File: config.mk
export PLATFORM = sky130hd
export DESIGN_NAME = driver_button_array
export DESIGN_NICKNAME = d
export VERILOG_FILES = /design/src/rtl/driver_button_array.sv
export SDC_FILE = /design/constraint.sdc
export NUM_CORES = 1
export LEC_CHECK = 0
export ABC_AREA = 1
export BUFFER_PORTS_ARGS = -buffer_cell sky130_fd_sc_hd__buf_2
export CORE_AREA = 4 4 104 106
export DETAILED_ROUTE_END_ITERATION = 10
export DIE_AREA = 0 0 108 110
export HOLD_SLACK_MARGIN = 0.06
export PLACE_DENSITY_LB_ADDON = 0.05
export SLEW_MARGIN = 10
export SYNTH_ARGS = -nofsm -noshare
export SYNTH_HDL_FRONTEND = slang
export SYNTH_SLANG_ARGS = --single-unit
File: constraint.sdc
create_clock -name aclk -period 2.4 [get_ports aclk]
set_clock_uncertainty 0.2 [all_clocks]
set_input_delay 0.72 -clock aclk [delete_from_list [all_inputs] [get_ports aclk]]
set_output_delay 0.72 -clock aclk [all_outputs]
set_load 0.005 [all_outputs]
File: src/rtl/driver_button_array.sv
// Synchronises, polarity-normalises and debounces a bank of buttons; emits press/release/long pulses.
// Latency: P_SYNC_STAGES cycles pin->button_signal; filtered/events follow P_DEBOUNCE_TICKS ticks later.
// Backpressure: none; pulses are one-cycle strobes that the consumer must sample every clock.
module driver_button_array #(
    parameter int   P_CHANNELS            = 4,
    parameter logic P_BUTTON_ACTIVE_LEVEL = 1'b0,
    parameter int   P_SYNC_STAGES         = 2,
    parameter int   P_DEBOUNCE_TICKS      = 4,
    parameter int   P_LONG_TICKS          = 100
) (
    input  logic                  aclk,
    input  logic                  reset,
    input  logic                  en,
    input  logic                  tick,
    input  logic [P_CHANNELS-1:0] gpio_button,
    output logic [P_CHANNELS-1:0] button_signal,
    output logic [P_CHANNELS-1:0] button_filtered,
    output logic [P_CHANNELS-1:0] button_press,
    output logic [P_CHANNELS-1:0] button_release,
    output logic [P_CHANNELS-1:0] button_long
);

    localparam int CNT_MAX = (P_DEBOUNCE_TICKS > P_LONG_TICKS) ? P_DEBOUNCE_TICKS : P_LONG_TICKS;
    localparam int CW      = $clog2(CNT_MAX + 1);
    localparam logic [CW-1:0] DEB_LAST = CW'(P_DEBOUNCE_TICKS - 1);
    localparam logic [CW-1:0] LONG_MAX = CW'(P_LONG_TICKS);
    localparam bit LONG_EN = (P_LONG_TICKS != 0);
    localparam logic [P_CHANNELS-1:0] INACTIVE = {P_CHANNELS{~P_BUTTON_ACTIVE_LEVEL}};

    typedef enum logic [1:0] {IDLE, PRESS_DEB, PRESSED, RELEASE_DEB} state_t;

    logic [P_CHANNELS-1:0] sync_q [P_SYNC_STAGES];
    logic [1:0]            en_q;
    logic                  en_s;

    always_ff @(posedge aclk) begin
        if (reset) begin
            for (int s = 0; s < P_SYNC_STAGES; s++) begin
                sync_q[s] <= INACTIVE;
            end
            en_q <= 2'b00;
        end else begin
            sync_q[0] <= gpio_button;
            for (int s = 1; s < P_SYNC_STAGES; s++) begin
                sync_q[s] <= sync_q[s-1];
            end
            en_q <= {en_q[0], en};
        end
    end

    assign en_s          = en_q[1];
    assign button_signal = ~(sync_q[P_SYNC_STAGES-1] ^ {P_CHANNELS{P_BUTTON_ACTIVE_LEVEL}});

    for (genvar g = 0; g < P_CHANNELS; g++) begin : g_ch
        state_t        state_q, state_n;
        logic [CW-1:0] dcnt_q, dcnt_n;
        logic [CW-1:0] hcnt_q, hcnt_n;
        logic          long_done_q, long_done_n;
        logic          filt_q, press_q, rel_q, long_q;
        logic          filt_n, press_n, rel_n, long_n;
        logic          raw;

        assign raw = button_signal[g];

        always_comb begin
            state_n     = state_q;
            dcnt_n      = dcnt_q;
            hcnt_n      = hcnt_q;
            long_done_n = long_done_q;
            press_n     = 1'b0;
            rel_n       = 1'b0;
            long_n      = 1'b0;

            // Hold timer runs through release debounce so a bounce never restarts it.
            if ((state_q == PRESSED || state_q == RELEASE_DEB) && tick && hcnt_q != LONG_MAX) begin
                hcnt_n = hcnt_q + 1'b1;
                if (LONG_EN && !long_done_q && hcnt_n == LONG_MAX) begin
                    long_n      = 1'b1;
                    long_done_n = 1'b1;
                end
            end

            case (state_q)
                IDLE: begin
                    dcnt_n      = '0;
                    hcnt_n      = '0;
                    long_done_n = 1'b0;
                    if (raw) begin
                        state_n = PRESS_DEB;
                    end
                end
                PRESS_DEB: begin
                    if (!raw) begin
                        state_n = IDLE;
                    end else if (tick) begin
                        if (dcnt_q == DEB_LAST) begin
                            state_n     = PRESSED;
                            press_n     = 1'b1;
                            hcnt_n      = '0;
                            long_done_n = 1'b0;
                        end else begin
                            dcnt_n = dcnt_q + 1'b1;
                        end
                    end
                end
                PRESSED: begin
                    if (!raw) begin
                        state_n = RELEASE_DEB;
                        dcnt_n  = '0;
                    end
                end
                RELEASE_DEB: begin
                    if (raw) begin
                        state_n = PRESSED;
                    end else if (tick) begin
                        if (dcnt_q == DEB_LAST) begin
                            state_n = IDLE;
                            rel_n   = 1'b1;
                        end else begin
                            dcnt_n = dcnt_q + 1'b1;
                        end
                    end
                end
                default: state_n = IDLE;
            endcase

            if (!en_s) begin
                state_n     = IDLE;
                dcnt_n      = '0;
                hcnt_n      = '0;
                long_done_n = 1'b0;
                press_n     = 1'b0;
                rel_n       = 1'b0;
                long_n      = 1'b0;
            end

            filt_n = (state_n == PRESSED) || (state_n == RELEASE_DEB);
        end

        always_ff @(posedge aclk) begin
            if (reset) begin
                state_q     <= IDLE;
                dcnt_q      <= '0;
                hcnt_q      <= '0;
                long_done_q <= 1'b0;
                filt_q      <= 1'b0;
                press_q     <= 1'b0;
                rel_q       <= 1'b0;
                long_q      <= 1'b0;
            end else begin
                state_q     <= state_n;
                dcnt_q      <= dcnt_n;
                hcnt_q      <= hcnt_n;
                long_done_q <= long_done_n;
                filt_q      <= filt_n;
                press_q     <= press_n;
                rel_q       <= rel_n;
                long_q      <= long_n;
            end
        end

        assign button_filtered[g] = filt_q;
        assign button_press[g]    = press_q;
        assign button_release[g]  = rel_q;
        assign button_long[g]     = long_q;
    end

endmodule
==> metrics.md, run 1 <==
| Metric | Value |
|---|---|
| Global-route wire length before repair | 16300 um |
| Root Buffer Master | sky130_fd_sc_hd__clkbuf_8 |
| Layout-stage area growth over the synthesis result | 7.49% |
| TritonCTS clock tree | yes |
| Total routing usage reported by global routing | 16.8% |
| Share of layout cells above drive strength 1 | 12.8% |
| Maximum fanout encountered on the critical timing path | 4 |
| Total Nets Final | 726 |
| Post-CTS Setup Bufs | 0 |
| Share of synthesized flip-flops with an asynchronous set or reset | 0% |
| Standard cell core area | 0.00977 mm2 |
| Count of antenna diodes in the layout | 0 |
| Ports | 28 |
| Global placer's final weighted congestion | 0.841 |
| Congestion Overflow GR | 0 |
| Number of enable flip-flop cells after synthesis | 0 |
| Maximum number of pins on one net before global-route repair | 39 |
| Total power per unit cell area | 523 mW/mm2 |
| Effective utilization at floorplan | 49.2% |
| Setup repair after global routing missed its margin | no |
| Die W | 108 um |
| CTS sink cnt | 94 |
| Top Usage Layer GRT | met2 |
| DR vias | 4102 |
| Vias per cell | 4.87 |
| TritonCTS Buffers | 9 |
| Total die area | 0.0119 mm2 |
| Die span in y | 110 um |
| Total placed cells including tap cells | 826 |
| Total power | 0.00270 W |
| Flip-flop and latch count after synthesis | 94 |
| Number of gates resized after CTS | 0 |
| Max-capacitance violation count | 0 |
| Level count of the clock H-tree | 3 |
| Mapped Avg Cell Area | 6.97 um2 |
| Number of antenna violations at the first check in global routing | 0 |
| Final WL | 9230 um |
| Number of distinct standard cells referenced by the synthesized netlist | 36 |
| Global routing met2 resource utilization | 27.4% |
| Run status | finished clean |
| Fin cells | 842 |
| Relative slew slack | 56.2% |
| Final sum of negative setup slack | 0 ps |
| Startpoint Class | flop |
| Number of standard-cell rows in the floorplan | 36 |
| Synthesized instance count | 690 |
| Core Util, Final | 52.9% |
| Worst setup timing slack at the placement stage | 164 ps |
| Worst Path Arrival | 990 ps |
| Clk pin slew, worst setup/hold paths | 90 ps |
| Final setup vio count | 0 |
| HP Class | reg2reg |
| Buffers added on ports | 27 |
| Syn. warnings | 0 |
| Endpoint type of the worst setup path | primary output |
| DRC violations left | 0 |
| Final critical delay including setup and external delays | 1910 ps |
| Critical path class | reg2out |
| Number of DRC violations after detailed-routing iteration 0 | 192 |
| Met1 usage in global routing | 22.7% |
| Worst-case clock buffer depth | 2 |
| Seq/Total Area, Yosys | 39.1% |
| Number of global-route vias before repair | 3717 |
| GR Util met3 | 3.44% |
| Synth Net Count | 712 |
| TritonRoute pass-1 iters | 4 |
| Share of the clock period used by the worst path after layout | 79.7% |
| Post-route ant nets | 0 |
| Setup ws final | 487 ps |
| Required time worst endpoint | 1480 ps |
| Routed wire per std cell | 11.0 um |
| Cell leakage power | 2.07 nW |
| Highest achievable clock rate | 523 MHz |
| Commonest register cell after synthesis | sky130_fd_sc_hd__dfxtp_1 |
| Worst supply voltage drop on vdd | 341 uV |
| Transition at the pin with the smallest max-transition slack | 654 ps |
| Clock insertion delay at the later pin of the skew report | 360 ps |
| Number of pins with negative max-slew slack in the final report | 0 |
| Total of hold buffers inserted after clock tree synthesis | 0 |
| Final hold vios | 0 |
| Detailed placement HPWL | 6810 um |
| Area of the mapped netlist | 0.00481 mm2 |
state kept, by name, summed over array words and instances (netlist names), 8 cells and up:
register	cells
g_ch.dcnt_q	28
g_ch.hcnt_q	28
g_ch.state_q	8
sync_q	8
cells in the mapped netlist, types with 2 or more instances:
cell | number | area (um2)
sky130_fd_sc_hd__a21oi_2 | 4 | 35.0
sky130_fd_sc_hd__nor3_2 | 6 | 60.1
sky130_fd_sc_hd__nand2_2 | 7 | 43.8
sky130_fd_sc_hd__inv_1 | 89 | 334
sky130_fd_sc_hd__nor2_1 | 103 | 387
sky130_fd_sc_hd__nor4_1 | 2 | 12.5
sky130_fd_sc_hd__dfxtp_1 | 94 | 1880
sky130_fd_sc_hd__nand3b_1 | 4 | 30.0
sky130_fd_sc_hd__nand3_1 | 43 | 215
sky130_fd_sc_hd__o21bai_1 | 5 | 37.5
sky130_fd_sc_hd__inv_2 | 5 | 18.8
sky130_fd_sc_hd__ha_1 | 14 | 175
sky130_fd_sc_hd__nand2_1 | 153 | 574
sky130_fd_sc_hd__a211oi_1 | 2 | 15.0
sky130_fd_sc_hd__buf_2 | 4 | 20.0
sky130_fd_sc_hd__nor3b_1 | 2 | 15.0
sky130_fd_sc_hd__nand3_2 | 2 | 20.0
sky130_fd_sc_hd__nand2_4 | 4 | 45.0
sky130_fd_sc_hd__buf_4 | 19 | 143
sky130_fd_sc_hd__or2_2 | 12 | 75.1
sky130_fd_sc_hd__a21oi_1 | 37 | 185
sky130_fd_sc_hd__nand4_1 | 13 | 81.3
sky130_fd_sc_hd__clkbuf_1 | 2 | 7.51
sky130_fd_sc_hd__o211ai_1 | 2 | 15.0
sky130_fd_sc_hd__xor2_1 | 9 | 78.8
sky130_fd_sc_hd__nor3_1 | 25 | 125
sky130_fd_sc_hd__o21ai_0 | 19 | 95.1
worst max-delay path, cell delays in order (launching register included):
cell,delay [ps]
sky130_fd_sc_hd__dfxtp_1,410
sky130_fd_sc_hd__inv_1,100
sky130_fd_sc_hd__buf_2,130
layer usage:
metal | wire length (um) | share of wire (%)
met1 | 4660 | 51
met2 | 4090 | 44
met3 | 377 | 4.1
met4 | 101 | 1.1
met5 | 0 | 0
cell usage in the layout, fill, tap and decap left out, types with 5 or more instances in the layout:
cell / instances
sky130_fd_sc_hd__a21oi_1: 37
sky130_fd_sc_hd__buf_2: 27
sky130_fd_sc_hd__clkbuf_8: 11
sky130_fd_sc_hd__dfxtp_1: 94
sky130_fd_sc_hd__ha_1: 14
sky130_fd_sc_hd__inv_1: 89
sky130_fd_sc_hd__inv_2: 5
sky130_fd_sc_hd__nand2_1: 153
sky130_fd_sc_hd__nand2_2: 7
sky130_fd_sc_hd__nand3_1: 43
sky130_fd_sc_hd__nand4_1: 13
sky130_fd_sc_hd__nor2_1: 103
sky130_fd_sc_hd__nor3_1: 25
sky130_fd_sc_hd__nor3_2: 6
sky130_fd_sc_hd__o21ai_0: 19
sky130_fd_sc_hd__o21bai_1: 5
sky130_fd_sc_hd__or2_2: 12
sky130_fd_sc_hd__xor2_1: 9
kinds of logic (layout without fill, tap and decap cells):
group / after synthesis / in the layout / synth area share (%)
AOI/OAI and AO/OA: 74 / 74 / 9.00
adders and majority gates: 14 / 14 / 3.64
buffers and inverters: 120 / 139 / 11.0
xor gates and xnor gates: 9 / 9 / 1.64
DFF: 94 / 94 / 39.1
and+or+nand+nor: 379 / 379 / 35.6
final cells by class:
cell class	count	area (um2)
Sequential cell	94	1880
Fill cell	979	4600
Tap cell	133	166
Multi-Input combinational cell	476	2400
Timing Repair Buffer	28	155
Clock inverter	5	57.6
Inverter	95	358
Clock buffer	11	151
per-stage QoR:
step | cell area [um2] | hold WS [ps]
finish | 5170 | 201
detailed placement | 4960 | 196
CTS | 5170 | 196
global placement | 4960 | 191
floorplan | 4810 | 188
global route | 5170 | 210
path summary, 6_finish.rpt:
kind	start	end	slack, ps	cells past startpoint
hold reg to reg	en_q[0]$_SDFF_PP0_	en_q[1]$_SDFF_PP0_	200	2
setup / recovery	sync_q[0][7]$_SDFF_PP1_	button_signal[3]	490	2
setup reg to reg	g_ch[1].hcnt_q[0]$_SDFF_PP0_	g_ch[1].long_done_q$_SDFF_PP0_	600	7
hold / removal	en_q[0]$_SDFF_PP0_	en_q[1]$_SDFF_PP0_	200	2
power by group:
| part | internal [W] | leakage, nW | switching [W] |
|---|---|---|---|
| Clock | 0.000539 | 0.109 | 0.000545 |
| Sequential | 0.00157 | 0.759 | 0.00000439 |
| Combinational | 0.0000169 | 1.20 | 0.0000320 |
(Power assumes the default switching activity.)
==> run 2, diff against run 1 <==
==> constraint.sdc (replaced) <==
create_clock -name aclk -period 2.01 [get_ports aclk]
set_clock_uncertainty 0.2 [all_clocks]
set_input_delay 0.603 -clock aclk [delete_from_list [all_inputs] [get_ports aclk]]
set_output_delay 0.603 -clock aclk [all_outputs]
set_load 0.005 [all_outputs]
==> run 2 against run 1 <==
Effect of this change:
- utilization increased by 0.72 points
- first-iteration DRC count decreased by 2.6%
- count of clock-buffer cells in the layout increased by 2
- final area increased by 1.4%
- die area unchanged
- global-route usage increased by 0.63 points
- via count decreased by 0.29%
- largest cell class unchanged
==> metrics.md, run 2 (same netlist as run 1, synthesis figures left out) <==
| Metric | Value |
|---|---|
| Cell area after layout | 0.00524 mm2 (+1.4%) |
| Registers with the most flip-flops | g_ch.dcnt_q x28, g_ch.hcnt_q x28 |
| Filler cell count in the final layout | 1005 (+2.7%) |
| Total routing usage reported by global routing | 17.5% (+0.63 points) |
| Cell leakage power | 2.11 nW (+2.0%) |
| Cell type of the slowest stage on the worst timing path | sky130_fd_sc_hd__dfxtp_1 |
| Buffers added on ports | 27 (unchanged) |
| Number of standard-cell rows in the floorplan | 36 (unchanged) |
| Share of layout cells above drive strength 1 | 13.4% (+0.59 points) |
| Total die area | 0.0119 mm2 (unchanged) |
| Die W | 108 um (unchanged) |
| Net switching power | 0.000665 W (+14%) |
| Maximum fanout encountered on the critical timing path | 4 (unchanged) |
| DRC violations left | 0 (unchanged) |
| Layout-stage area growth over the synthesis result | 8.95% |
| Commonest cells after routing, fill and taps aside | sky130_fd_sc_hd__nand2_1 (153), sky130_fd_sc_hd__nor2_1 (103), sky130_fd_sc_hd__dfxtp_1 (94), sky130_fd_sc_hd__inv_1 (89), sky130_fd_sc_hd__nand3_1 (43) |
| Total power per unit cell area | 641 mW/mm2 (+23%) |
| Clk pin slew, worst setup/hold paths | 80 ps (about the same) |
| Worst-case clock buffer depth | 2 (unchanged) |
| Clock insertion delay at the later pin of the skew report | 350 ps (about the same) |
| CTS sink cnt | 94 (unchanged) |
| Portion of total power attributed to the clock network | 42.3% (+2.2 points) |
| Endpoint type of the worst setup path | primary output |
| Total of hold buffers inserted after clock tree synthesis | 0 (unchanged) |
| Worst Path Arrival | 1010 ps (+20 ps) |
| Detailed placement HPWL | 7130 um (+4.8%) |
| Run status | finished clean |
| Final setup vio count | 0 (unchanged) |
| Root Buffer Master | sky130_fd_sc_hd__clkbuf_8 |
| Int Power | 0.00270 W (+27%) |
| Number of pins with negative max-slew slack in the final report | 0 (unchanged) |
| Critical path class | reg2out |
| Switching part of the total | 19.8% (-1.7 points) |
| Number of global-route vias before repair | 3809 (+2.5%) |
| Level count of the clock H-tree | 3 (unchanged) |
| Comb power frac | 1.9% (about the same) |
| Congestion Overflow GR | 0 (unchanged) |
| Startpoint Class | flop |
| Total Nets Final | 732 (+0.83%) |
| Critical path's largest stage delay | 450 ps (+40 ps) |
| Max-capacitance violation count | 0 (unchanged) |
| Effective utilization at floorplan | 49.2% (unchanged) |
| Final hold vios | 0 (unchanged) |
| Buf+Inv Stages, Crit Path | 2 (unchanged) |
| Number of DRC violations after detailed-routing iteration 0 | 187 (-2.6%) |
| Number of antenna violations at the first check in global routing | 0 (unchanged) |
| Setup repair after global routing missed its margin | no |
| TritonRoute pass-1 iters | 4 (unchanged) |
| DR vias | 4090 (-0.29%) |
| Total placed cells including tap cells | 832 (+0.73%) |
| Required time worst endpoint | 1210 ps (-270 ps) |
| Sequential fraction of design power | 55.8% (-2.3 points) |
| Transition at the pin with the smallest max-transition slack | 648 ps (-5.54 ps) |
| Cell area after placement | 0.00501 mm2 (+0.91%) |
| Final critical delay including setup and external delays | 1820 ps |
| Post-route ant nets | 0 (unchanged) |
| Count of antenna diodes in the layout | 0 (unchanged) |
| TritonCTS Buffers | 9 (unchanged) |
| Share of the clock period used by the worst path after layout | 90.3% |
| Commonest non-fill, non-tap cell in the layout | sky130_fd_sc_hd__nand2_1 |
| Category of cells accounting for the largest share of critical-path delay | flip-flops |
| Highest achievable clock rate | 551 MHz |
| Post-CTS Setup Bufs | 0 (unchanged) |
| Ports | 28 (unchanged) |
| Final WL | 9500 um (+2.9%) |
| Fin cells | 848 (+0.71%) |
| HP Class | reg2reg |
| Maximum number of pins on one net before global-route repair | 29 (-26%) |
| Global-route wire length before repair | 16900 um (+3.9%) |
| Final sum of negative setup slack | 0 ps (unchanged) |
| Routed wire per std cell | 11.2 um (+2.2%) |
| Global placer's final weighted congestion | 0.841 (about the same) |
| Number of gates resized after CTS | 0 (unchanged) |
| Die span in y | 110 um (unchanged) |
| Worst supply voltage drop on vdd | 325 uV (-4.7%) |
| Relative slew slack | 56.6% (+0.37 points) |
| Vias per cell | 4.82 (-1.0%) |
| Crit path cell chain | inv_2, buf_2 |
| TritonCTS clock tree | yes |
| Standard cell core area | 0.00977 mm2 (unchanged) |
-- run 2: cell types whose count changed in the layout (fill, tap and decap cells not counted), sizes merged --
cell / before / now
buf: 28 / 34
clkbuf: 11 / 13
bufinv: 1 / 2
clkinv: 5 / 2
-- run 2: metal layers --
metal / part of all wire (%) / routed length, um / track usage [%]
met1: 50 / 4720 / 23.7
met2: 46 / 4340 / 28.4
met3: 3.1 / 299 / 2.56
met4: 1.4 / 135 / 6.49
met5: 0 / 0 / 0
-- run 2: metrics by stage --
step	hold slack (ps)	total power, W	util, %	setup WS (ps)
floorplan	188	0.00196	-	431
global placement	195	0.00198	51.2	70.8
detailed placement	196	0.00198	51.2	-17.4
CTS	215	0.00342	53.6	162
global route	229	0.00350	53.6	47.1
finish	214	0.00336	53.6	195
-- run 2: worst paths after layout --
check / startpoint / endpoint / slack (ps) / cells past startpoint
setup / recovery: sync_q[0][5]$_SDFF_PP1_ / button_signal[1] / 190 / 2
hold / removal: sync_q[0][2]$_SDFF_PP1_ / sync_q[0][6]$_SDFF_PP1_ / 210 / 1
setup reg to reg: g_ch[2].dcnt_q[0]$_SDFFE_PP0P_ / g_ch[2].hcnt_q[5]$_SDFF_PP0_ / 230 / 6
hold reg to reg: sync_q[0][2]$_SDFF_PP1_ / sync_q[0][6]$_SDFF_PP1_ / 210 / 1
-- run 2: final cells by class --
type                       instances  area (um2)  area share, %
multi-input combinational        476        2400           45.8
sequential                        94        1880           35.9
inverter                          95         358           6.83
timing repair buffer              34         200           3.82
clock buffer                      13         169           3.22
tap                              133         166           3.17
clock inverter                     3        65.1           1.24
-- run 2: power groups by stage --
stage / logic, W / registers, W / clock network [W]
6_report: 0.0000639 / 0.00188 / 0.00142
5_1_grt: 0.0000717 / 0.00188 / 0.00155
4_1_cts: 0.0000647 / 0.00188 / 0.00148
3_5_place_dp: 0.0000645 / 0.00192 / 0
3_3_place_gp: 0.0000631 / 0.00192 / 0
2_1_floorplan: 0.0000380 / 0.00192 / 0
==> run 3, diff against run 2 <==
--- a/config.mk
+++ b/config.mk
@@ -7,11 +7,11 @@
 export LEC_CHECK = 0
 export ABC_AREA = 1
 export BUFFER_PORTS_ARGS = -buffer_cell sky130_fd_sc_hd__buf_2
-export CORE_AREA = 4 4 104 106
+export CORE_AREA = 4 4 94 96
 export DETAILED_ROUTE_END_ITERATION = 10
-export DIE_AREA = 0 0 108 110
+export DIE_AREA = 0 0 98 100
 export HOLD_SLACK_MARGIN = 0.06
-export PLACE_DENSITY_LB_ADDON = 0.05
+export PLACE_DENSITY = 0.88
 export SLEW_MARGIN = 10
 export SYNTH_ARGS = -nofsm -noshare
 export SYNTH_HDL_FRONTEND = slang
==> constraint.sdc (replaced) <==
create_clock -name aclk -period 1.81 [get_ports aclk]
set_clock_uncertainty 0.2 [all_clocks]
set_input_delay 0.543 -clock aclk [delete_from_list [all_inputs] [get_ports aclk]]
set_output_delay 0.543 -clock aclk [all_outputs]
set_load 0.005 [all_outputs]
==> run 3 against run 2 <==
Effect of this change:
- worst setup slack got worse by 110 ps
- via count rose by 5.6%
- sequential power rose by 11%
- sequential share of layout area fell by 0.18 points
- flip-flop and latch count did not move
- first-iteration DRC count fell by 29%
- count of clock-buffer cells in the layout fell by 4
- combinational power rose by 16%
- register-to-register slack got worse by 130 ps
- hold slack got worse by 56 ps
==> metrics.md, run 3 (same netlist as run 1, synthesis figures left out) <==
| Metric | Value |
|---|---|
| Share of layout cells above drive strength 1 | 17.0% (+3.5 points) |
| Standard cell core area | 0.00805 mm2 (-18%) |
| Relative slew slack | 71.3% (+15 points) |
| Hold Worst Slack | 158 ps (-56.1 ps) |
| Cell type of the slowest stage on the worst timing path | sky130_fd_sc_hd__dfxtp_1 |
| Number of DRC violations after detailed-routing iteration 0 | 133 (-29%) |
| Fin cells | 830 (-2.1%) |
| Worst Path Arrival | 980 ps (-30 ps) |
| Clock insertion delay at the later pin of the skew report | 360 ps (about the same) |
| Endpoint type of the worst setup path | primary output |
| Category of cells accounting for the largest share of critical-path delay | flip-flops |
| DRC violations left | 0 (unchanged) |
| Maximum fanout encountered on the critical timing path | 4 (unchanged) |
| Cell leakage power | 2.13 nW (+0.67%) |
| Total die area | 0.00980 mm2 (-18%) |
| Final setup vio count | 0 (unchanged) |
| Crit path cell chain | inv_1, buf_2 |
| Global-route wire length before repair | 16800 um (-0.65%) |
| Buffers added on ports | 27 (unchanged) |
| Level count of the clock H-tree | 3 (unchanged) |
| Required time worst endpoint | 1070 ps (-140 ps) |
| Number of antenna violations at the first check in global routing | 0 (unchanged) |
| Final WL | 9780 um (+3.0%) |
| Detailed placement HPWL | 7150 um (+0.23%) |
| Startpoint Class | flop |
| Die span in y | 100 um (-9.1%) |
| Global placer's final weighted congestion | 0.908 (+8.0%) |
| TritonCTS Buffers | 9 (unchanged) |
| Post-route ant nets | 0 (unchanged) |
| Vias per cell | 5.20 (+7.9%) |
| Commonest cells after routing, fill and taps aside | sky130_fd_sc_hd__nand2_1 (153), sky130_fd_sc_hd__nor2_1 (101), sky130_fd_sc_hd__inv_1 (89), sky130_fd_sc_hd__dfxtp_1 (85), sky130_fd_sc_hd__nand3_1 (42) |
| Total power per unit cell area | 671 mW/mm2 (+4.6%) |
| Count of antenna diodes in the layout | 0 (unchanged) |
| Highest achievable clock rate | 581 MHz |
| HP Class | in2reg |
| Maximum number of pins on one net before global-route repair | 17 (-41%) |
| Buf+Inv Stages, Crit Path | 2 (unchanged) |
| Total routing usage reported by global routing | 20.3% (+2.8 points) |
| Run status | finished clean |
| Effective utilization at floorplan | 59.8% (+11 points) |
| CTS sink cnt | 94 (unchanged) |
| Registers with the most flip-flops | g_ch.dcnt_q x28, g_ch.hcnt_q x28 |
| Share of the clock period used by the worst path after layout | 95.2% |
| Transition at the pin with the smallest max-transition slack | 428 ps (-221 ps) |
| Commonest non-fill, non-tap cell in the layout | sky130_fd_sc_hd__nand2_1 |
| Max-capacitance violation count | 0 (unchanged) |
| Filler cell count in the final layout | 650 (-35%) |
| Number of pins with negative max-slew slack in the final report | 0 (unchanged) |
| DR vias | 4318 (+5.6%) |
| TritonCTS clock tree | yes |
| Number of global-route vias before repair | 4155 (+9.1%) |
| Critical path class | reg2out |
| Worst supply voltage drop on vdd | 388 uV (+19%) |
| Root Buffer Master | sky130_fd_sc_hd__clkbuf_8 |
| Ports | 28 (unchanged) |
| Worst-case clock buffer depth | 2 (unchanged) |
| Final hold vios | 0 (unchanged) |
| Final critical delay including setup and external delays | 1720 ps |
| Congestion Overflow GR | 0 (unchanged) |
| TritonRoute pass-1 iters | 5 (+1) |
| Total placed cells including tap cells | 811 (-2.5%) |
| Layout-stage area growth over the synthesis result | 10.1% |
| Clk pin slew, worst setup/hold paths | 100 ps (+20 ps) |
| Die W | 98 um (-9.3%) |
| Routed wire per std cell | 11.8 um (+5.3%) |
| Total Nets Final | 742 (+1.4%) |
| Critical path's largest stage delay | 390 ps (-60 ps) |
| Number of standard-cell rows in the floorplan | 33 (-8.3%) |
[run 3: timing repair]
action / in CTS / in global routing
hold buffers: 0 / 0
setup buffers: 0 / 3
endpoints found under the setup margin: 0 / 55
gates resized for setup: 0 / 22
[run 3: final timing paths]
kind                                                startpoint                              to  slack (ps)  depth (start not counted)
worst min-delay path                            gpio_button[1]         sync_q[0][1]$_SDFF_PP1_         160                          2
worst max-delay path                   sync_q[0][7]$_SDFF_PP1_                button_signal[3]          90                          2
worst max register to register  g_ch[2].dcnt_q[0]$_SDFFE_PP0P_  g_ch[2].dcnt_q[0]$_SDFFE_PP0P_         100                          9
worst min register to register         sync_q[0][3]$_SDFF_PP1_         sync_q[0][7]$_SDFF_PP1_         220                          1
[run 3: per-layer routing]
| metal | GRT usage (%) | vias up | routed length, um |
|---|---|---|---|
| li1 | - | 2240 | - |
| met1 | 23.9 | 1966 | 4380 |
| met2 | 35.9 | 88 | 4810 |
| met3 | 4.45 | 24 | 401 |
| met4 | 8.31 | 0 | 193 |
| met5 | 0 | - | 0 |
[run 3: final cells by class]
class	instances	area, um2	share of cell area, %
clock buffers	9	124	2.34
flip-flops and latches	94	1890	35.7
well taps	105	131	2.48
multi-input cells	476	2460	46.4
inverters	95	358	6.75
repair buffers	44	263	4.96
clock inverters	7	72.6	1.37
[run 3: metrics by stage]
stage          util (%)  area (um2)  total power (W)  setup slack (ps)  TNS (ps)
2_1_floorplan         -        4810          0.00217               272         0
3_3_place_gp       62.3        5010          0.00220              74.7         0
3_5_place_dp       62.3        5010          0.00220              43.4         0
4_1_cts            64.7        5210          0.00355              49.3         0
5_1_grt            65.8        5300          0.00366             -45.5      -203
6_report           65.8        5300          0.00355              87.5         0
[run 3: power breakdown]
group	switching, W	internal [W]
logic	0.0000454	0.0000288
clock network	0.000755	0.000641
registers	0.00000630	0.00208
total	0.000807	0.00275
